<file path="config.mk">
export PLATFORM = sky130hd
export DESIGN_NAME = regfile_wr_arbiter
export DESIGN_NICKNAME = d
export VERILOG_FILES = /design/src/rtl/regfile_wr_arbiter.sv
export SDC_FILE = /design/constraint.sdc
export NUM_CORES = 1
export LEC_CHECK = 0
export CORE_MARGIN = 1.5
export CORE_UTILIZATION = 59
export CTS_BUF_LIST = sky130_fd_sc_hd__clkbuf_4 sky130_fd_sc_hd__clkbuf_8
export CTS_CLUSTER_SIZE = 10
export DETAILED_ROUTE_END_ITERATION = 7
export DONT_BUFFER_PORTS = 1
export PLACE_DENSITY = 0.78
export SETUP_SLACK_MARGIN = 0.4
export SYNTH_ARGS = -nofsm -noshare
export SYNTH_HDL_FRONTEND = slang
export SYNTH_SLANG_ARGS = --single-unit
</file>
<file path="constraint.sdc">
create_clock -name clk -period 2.05 [get_ports clk]
set_input_delay 0.1025 -clock clk [delete_from_list [all_inputs] [get_ports clk]]
set_output_delay 0.1025 -clock clk [all_outputs]
set_load 0.03 [all_outputs]
</file>
<file path="src/rtl/regfile_wr_arbiter.sv">
// ============================================================================
// Module   : regfile_wr_arbiter
// Purpose  : Round-robin arbiter for the single register-file write port,
//            with in-flight register mask and saturating stall counter.
// Revision : 1.0 - initial release
// ============================================================================
`default_nettype none

module regfile_wr_arbiter #(
    parameter int NREQ   = 3,
    parameter int ADDR_W = 4,
    parameter int DATA_W = 16
) (
    input  logic                     clk,
    input  logic                     nRESET,
    input  logic                     arb_en,
    input  logic [NREQ-1:0]          req,
    input  logic [NREQ*ADDR_W-1:0]   req_addr,
    input  logic [NREQ*DATA_W-1:0]   req_data,
    output logic [NREQ-1:0]          gnt,
    output logic                     write_en,
    output logic [ADDR_W-1:0]        write_addr,
    output logic [DATA_W-1:0]        write_data,
    output logic [15:0]              pend_mask,
    output logic [7:0]               busy_cnt
);

    localparam int c_ptr_w = $clog2(NREQ);

    logic [c_ptr_w-1:0] r_ptr;
    logic               r_write_en;
    logic [ADDR_W-1:0]  r_write_addr;
    logic [DATA_W-1:0]  r_write_data;
    logic [15:0]        r_pend_mask;
    logic [7:0]         r_busy_cnt;

    logic [NREQ-1:0]    w_gnt;
    logic               w_found;
    logic [c_ptr_w-1:0] w_gnt_idx;
    logic [ADDR_W-1:0]  w_sel_addr;
    logic [DATA_W-1:0]  w_sel_data;
    logic               w_busy;

    // Search order ptr, ptr+1, ... wrapping at NREQ; the first requester hit wins.
    always_comb begin
        w_gnt      = '0;
        w_found    = 1'b0;
        w_gnt_idx  = '0;
        w_sel_addr = '0;
        w_sel_data = '0;
        if (arb_en && nRESET) begin
            for (int k = 0; k < NREQ; k++) begin
                for (int i = 0; i < NREQ; i++) begin
                    if (!w_found && req[i] && (i == ((int'(r_ptr) + k) % NREQ))) begin
                        w_found    = 1'b1;
                        w_gnt[i]   = 1'b1;
                        w_gnt_idx  = c_ptr_w'(i);
                        w_sel_addr = req_addr[i*ADDR_W +: ADDR_W];
                        w_sel_data = req_data[i*DATA_W +: DATA_W];
                    end
                end
            end
        end
    end

    // A stall cycle: something is requesting but not everything requesting got served.
    always_comb begin
        w_busy = (|req) && (!arb_en || (|(req & ~w_gnt)));
    end

    always_ff @(posedge clk) begin
        if (!nRESET) begin
            r_ptr        <= '0;
            r_write_en   <= 1'b0;
            r_write_addr <= '0;
            r_write_data <= '0;
            r_pend_mask  <= '0;
            r_busy_cnt   <= '0;
        end else begin
            r_write_en <= w_found;
            if (w_found) begin
                r_ptr        <= (w_gnt_idx == c_ptr_w'(NREQ - 1)) ? '0 : w_gnt_idx + 1'b1;
                r_write_addr <= w_sel_addr;
                r_write_data <= w_sel_data;
                r_pend_mask  <= 16'd1 << w_sel_addr;
            end else begin
                r_pend_mask  <= '0;
            end
            if (w_busy && (r_busy_cnt != 8'hFF)) begin
                r_busy_cnt <= r_busy_cnt + 8'd1;
            end
        end
    end

    assign gnt        = w_gnt;
    assign write_en   = r_write_en;
    assign write_addr = r_write_addr;
    assign write_data = r_write_data;
    assign pend_mask  = r_pend_mask;
    assign busy_cnt   = r_busy_cnt;

endmodule

`default_nettype wire

</file>
== After elaboration in Yosys (flattened, before gate mapping) ==
Cells that the tools add are included.

* Flip-flop bits (word level): 47
* Input port bits: 66
* Output and inout port bits: 48
* Word-level logic and storage cells: 117

* Add/subtract/negate cells: 4
* Divide/modulo/power cells: 3
* Eq/ne operators: 8
* Shift-type cells: 1
* Muxes and demuxes: 57
* Bitwise logic cells: 2
* Reductions and logical operators: 36

{| class="wikitable"
|+ Operators by type and width
! cell !! number
|-
| $mux W16 || 10
|-
| $eq A2 B32 Y1 const A || 3
|-
| $eq A3 B32 Y1 const A || 3
|-
| $logic_not A32 Y1 || 3
|-
| $mod A32 B3 Y32 const B || 2
|-
| $mux W4 || 10
|-
| $mod A3 B3 Y32 const B || 1
|-
| $mux W1 || 27
|-
| $logic_and A1 B1 Y1 || 20
|-
| $mux W2 || 9
|-
| $shl A1 B4 Y16 const A || 1
|-
| $logic_not A1 Y1 || 9
|-
| $add A8 B1 Y8 const B || 1
|-
| $ne A8 B8 Y1 const B || 1
|-
| $reduce_or A3 Y1 || 2
|-
| $add A2 B1 Y3 const B || 1
|-
| $add A2 B2 Y3 const B || 1
|-
| $and A3 B3 Y3 || 1
|-
| $mux W3 || 1
|-
| $not A3 Y3 || 1
|-
| $add A2 B1 Y2 const B || 1
|-
| $eq A2 B2 Y1 const B || 1
|-
| $reduce_and A2 Y1 || 1
|-
| $logic_or A1 B1 Y1 || 1
|}

== Depth between registers and ports, before layout ==
* Depth after elaboration: 51
* Gate-level depth with buffers: 10
* Depth with buffers taken out: 8

== Worst setup path before layout ==
Ideal clock, no wire load.

* Path type: register to output
* Start point: register r_ptr[0]
* End point: output gnt[2]
* Arrival: 2.247 ns
* Required time: 1.947 ns
* Setup slack: -0.299 ns
* Cell stages (with the launch flop): 8
* Buffers on the path: 2
* Cells stage by stage: dfxtp_1 > inv_1 > ha_1 > a21bo_2 > a211oi_1 > clkbuf_1 > clkbuf_1 > nor2b_1

* Word-level cells in the longest chain between the ends: 45
* Elaborated cells between the ends (all ways): 59
* Classes of those cells: add/sub: 2; div: 3; eq/ne: 6; mux: 20; reduce/logical: 28

{| class="wikitable"
|+ Ends and longest elaborated chain
! item !! RTL line !! RTL
|-
| start, declared || 30 || <nowiki>logic [c_ptr_w-1:0] r_ptr;</nowiki>
|-
| start signal, assigned || 82 || <nowiki>r_ptr <= (w_gnt_idx == c_ptr_w'(NREQ - 1)) ? '0 : w_gnt_idx + 1'b1;</nowiki>
|-
| parallel branches: the longest is 43 deep, another holds $mod A32 B3 Y32 || - ||
|-
| $mux W1 (*) || 54 || <nowiki>if (!w_found && req[i] && (i == ((int'(r_ptr) + k) % NREQ))) begin</nowiki>
|-
| $mux W3 (*) || 51 || <nowiki>if (arb_en && nRESET) begin</nowiki>
|-
| end, declared || 20 || <nowiki>output logic [NREQ-1:0] gnt,</nowiki>
|}

Mark *: on every way between the ends. The select of a mux whose other input is x is not followed.

== Worst setup path after layout ==
* Start point: register r_ptr[1]
* End point: register r_pend_mask[4], in the netlist pend_mask[4]

* Word-level cells in the longest chain between the ends: 46
* Elaborated cells between the ends (all ways): 69
* Classes of those cells: add/sub: 2; div: 3; eq/ne: 6; shift: 1; mux: 28; reduce/logical: 29

{| class="wikitable"
|+ Ends and longest elaborated chain
! item !! RTL line !! RTL
|-
| parallel branches: the longest is 46 deep, another holds $mod A32 B3 Y32 || - ||
|-
| end signal, assigned || 85 || <nowiki>r_pend_mask <= 16'd1 << w_sel_addr;</nowiki>
|-
| end, declared || 34 || <nowiki>logic [15:0] r_pend_mask;</nowiki>
|}

Parallel ways; which one is timed is not known. The select of a mux whose other input is x is not followed.
A chain may end at the register's enable or synchronous reset.

==> summary.md <==
| Metric | Value |
|---|---|
| Number of H-tree levels | 2 |
| Min Hold Slack | -0.01045 ns |
| Capturing element type of the critical path | flop |
| Finish-stage setup viols | 30 |
| Number of buffers inserted during clock tree synthesis | 5 |
| Tightest slew margin relative to the limit | 0.4838 |
| CTS root buffer | clkbuf_8 |
| Worst-case setup slack after placement | -0.2265 ns |
| Initial DRT Pass Iterations | 6 |
| Data required time of the critical path | 2.27 ns |
| Final worst-path setup slack | -0.1773 ns |
| Leak pwr | 1.205 nW |
| Maximum frequency from static timing analysis | 449.0 MHz |
| Crit path arrival time | 2.45 ns |
| Share of the core filled with cells in the final layout | 0.8670 |
| Number of storage elements in the synthesis netlist | 47 |
| Violated checks | hold timing, setup timing |
| Port buffer count | 0 |
| CTS tree | built |
| Clock buffer depth | 2 |
| Number of cells produced by synthesis | 265 |
| Placed Cells | 324 |
| Non-filler cells, final | 363 |
| Cell Area, Placed | 0.002670 sq mm |
| Detailed Route Iter0 Violations | 263 |
| VDD IR-drop max | 0.0005616 V |
| Post-synthesis area per instance | 8.787 sq um |
| Num Clock Sinks | 47 |
| First-pass GRT wire length | 10070 microns |
| Total vias in the final route | 2383 |
| Die Width | 65.82 microns |
| Chip Height | 65.82 microns |
| Vias per cell | 6.565 |
| Kind of start point of the critical path | flop |
| WS Path Type | flop to flop |
| Tightest Hold Check Type | primary input to flop |
| Count of unresolved DRC violations after routing | 0 |
| Clock period minus final worst setup slack | 2.227 ns |
| Last weighted congestion value of the routability-driven placer | 0.9838 |
| Outcome | finished with violations |
| Overall die area | 0.004332 sq mm |
| I/O pin count | 114 |
| RSZ-0062 raised after global routing | true |
| Half-perimeter wire length after placement | 4610 microns |
| Syn_nets | 334 |
| Latest clock arrival within the worst-skew pair | 0.29 ns |
| Initial antenna violation count | 0 |
| Synthesis Warnings | 0 |
| Final design area excluding fillers | 0.003222 sq mm |
| Layout cells sized above 1 | 0.4032 |
| Antenna viol nets, final | 0 |
| Max-slew violation count | 0 |
| Number of unique standard cell types used by synthesis | 60 |
| Total congestion overflow after global routing | 0 |
| Cell types with the largest area share after synthesis | dfxtp_1, a222oi_1, nand3_1, o21ai_0, nor3_1 |
| Final Cycle Share | 1.087 |
| Slew at the pin closest to its max-slew limit | 0.7718 ns |
| Number of enable-type register cells in the synthesized netlist | 0 |
| Area share of the largest cell type after synthesis | 0.4041 |
| Diodes inserted | 0 |
| Fin nets | 383 |
| Final-layout setup total negative slack | -2.899 ns |
| Final Routed Wirelength | 7317 microns |
| Std-Cell Rows | 22 |
| Commonest register cell after synthesis | dfxtp_1 |
| Sequential element share of the synthesized area | 0.4041 |
| Routed length per placed instance | 20.16 microns |
| Tot GR Track Use | 0.3040 |
| Reported max-cap violation count | 0 |
| Setup skew after layout | 0.002269 ns |
| Final number of hold-violating endpoints | 2 |
| Maximum number of pins on one net before global-route repair | 42 |
| Post-route total power | 2.190 mW |
| Post-synthesis instance area | 0.002328 sq mm |
| Vias in the first global route | 2134 |
| Maximum fanout encountered on the critical timing path | 9 |
| Setup slack on the worst flop-to-flop path | -0.18 ns |
| Floorplan Core Area | 0.003716 sq mm |
| Clock-pin slew of the registers on the worst-case setup and hold paths | 0.09 ns |
| Starting density of the core | 0.6266 |
| Post-synth ARST share | 0 |
| Cell type with the largest total area after synthesis | dfxtp_1 |
| PwrDens | 679.9 mW/mm^2 |
| Layout Area Growth over Synthesis | 38.37% |
worst paths after layout:
kind,start,endpoint,cells after the start
hold / removal,req_data[40],write_data[8]$_SDFFE_PN0N_,2
setup / recovery,r_ptr[1]$_SDFFE_PN0N_,pend_mask[4]$_SDFF_PP0_,8
hold reg to reg,r_ptr[0]$_SDFFE_PN0N_,r_ptr[0]$_SDFFE_PN0N_,2
setup reg to reg,r_ptr[1]$_SDFFE_PN0N_,pend_mask[4]$_SDFF_PP0_,8
critical path: stages (launching register included):
cell      delay [ns]
dfxtp_2         0.33
buf_6           0.12
ha_4            0.33
a21boi_4        0.21
o21ai_2         0.08
o2111a_1        0.24
a211o_1         0.32
or3_4           0.39
nor3_1          0.13
timing repair:
action / CTS / global route
setup buffers: 5 / 17
endpoints found under the hold margin: 20 / 0
endpoints found under the setup margin: 50 / 50
gates cloned: 1 / 1
hold buffers: 7 / 0
resized for setup: 37 / 27
pin swaps: 29 / 6
flip-flops by register name, summed over array words and instances (netlist names):
register / cells
pend_mask: 16
write_en: 1
write_data: 16
write_addr: 4
busy_cnt: 8
r_ptr: 2
power breakdown:
| group | switching, mW | internal (mW) |
|---|---|---|
| Sequential | 0.126 | 0.965 |
| Combinational | 0.281 | 0.262 |
| Clock | 0.315 | 0.240 |
area by class of cell:
cell class              instances  area, sq um
fillers                       205        494.2
well taps                      48        60.06
clock inverters                 3        18.77
flip-flops and latches         47        948.4
inverters                      10        37.54
clock buffers                   5        68.82
repair buffers                 59        520.5
multi-input cells             191         1568
synth_stat cells (all sizes together) (4+ instances only):
library cell / n
a222oi: 16
inv: 9
and3: 4
nor3: 18
clkbuf: 12
nand3: 30
a21oi: 10
o21ai: 23
nor2: 11
nand2b: 5
dfxtp: 47
nor2b: 4
o22ai: 4
nand2: 14
buf: 7
per-layer routing:
layer / up-vias / routed length, microns / track usage
li1: 1108 / - / -
met1: 1110 / 2749 / 0.3578
met2: 149 / 3817 / 0.5429
met3: 16 / 618 / 0.08177
met4: 0 / 131 / 0.07813
met5: - / 0 / 0
logic make-up (layout without fill, tap and decap cells):
| kind of cell | count (synthesis) | after routing | synth area share |
|---|---|---|---|
| buffers and inverters | 29 | 77 | 0.06125 |
| AOI/OAI and AO/OA | 77 | 77 | 0.2418 |
| xor gates and xnor gates | 4 | 4 | 0.01505 |
| DFF | 47 | 47 | 0.4041 |
| adders and majority gates | 3 | 3 | 0.01612 |
| and+or+nand+nor | 105 | 107 | 0.2617 |
cell usage in the layout, fill, tap and decap left out, types with 3 or more instances in the layout:
master         count
nor2_1             9
dfxtp_2            3
buf_4             43
buf_6              6
o21ai_1           20
nor3_1             8
buf_12             3
nand2_1           13
a21oi_1            6
nor2b_4            3
dlygate4sd3_1      7
or2_4              3
nor3_2             8
a222oi_1          16
dfxtp_1           43
nand2b_4           3
inv_1              7
nand3_1           29
clkbuf_8           5
xor2_1             3
No activity file was read; power rests on OpenSTA's default activity.
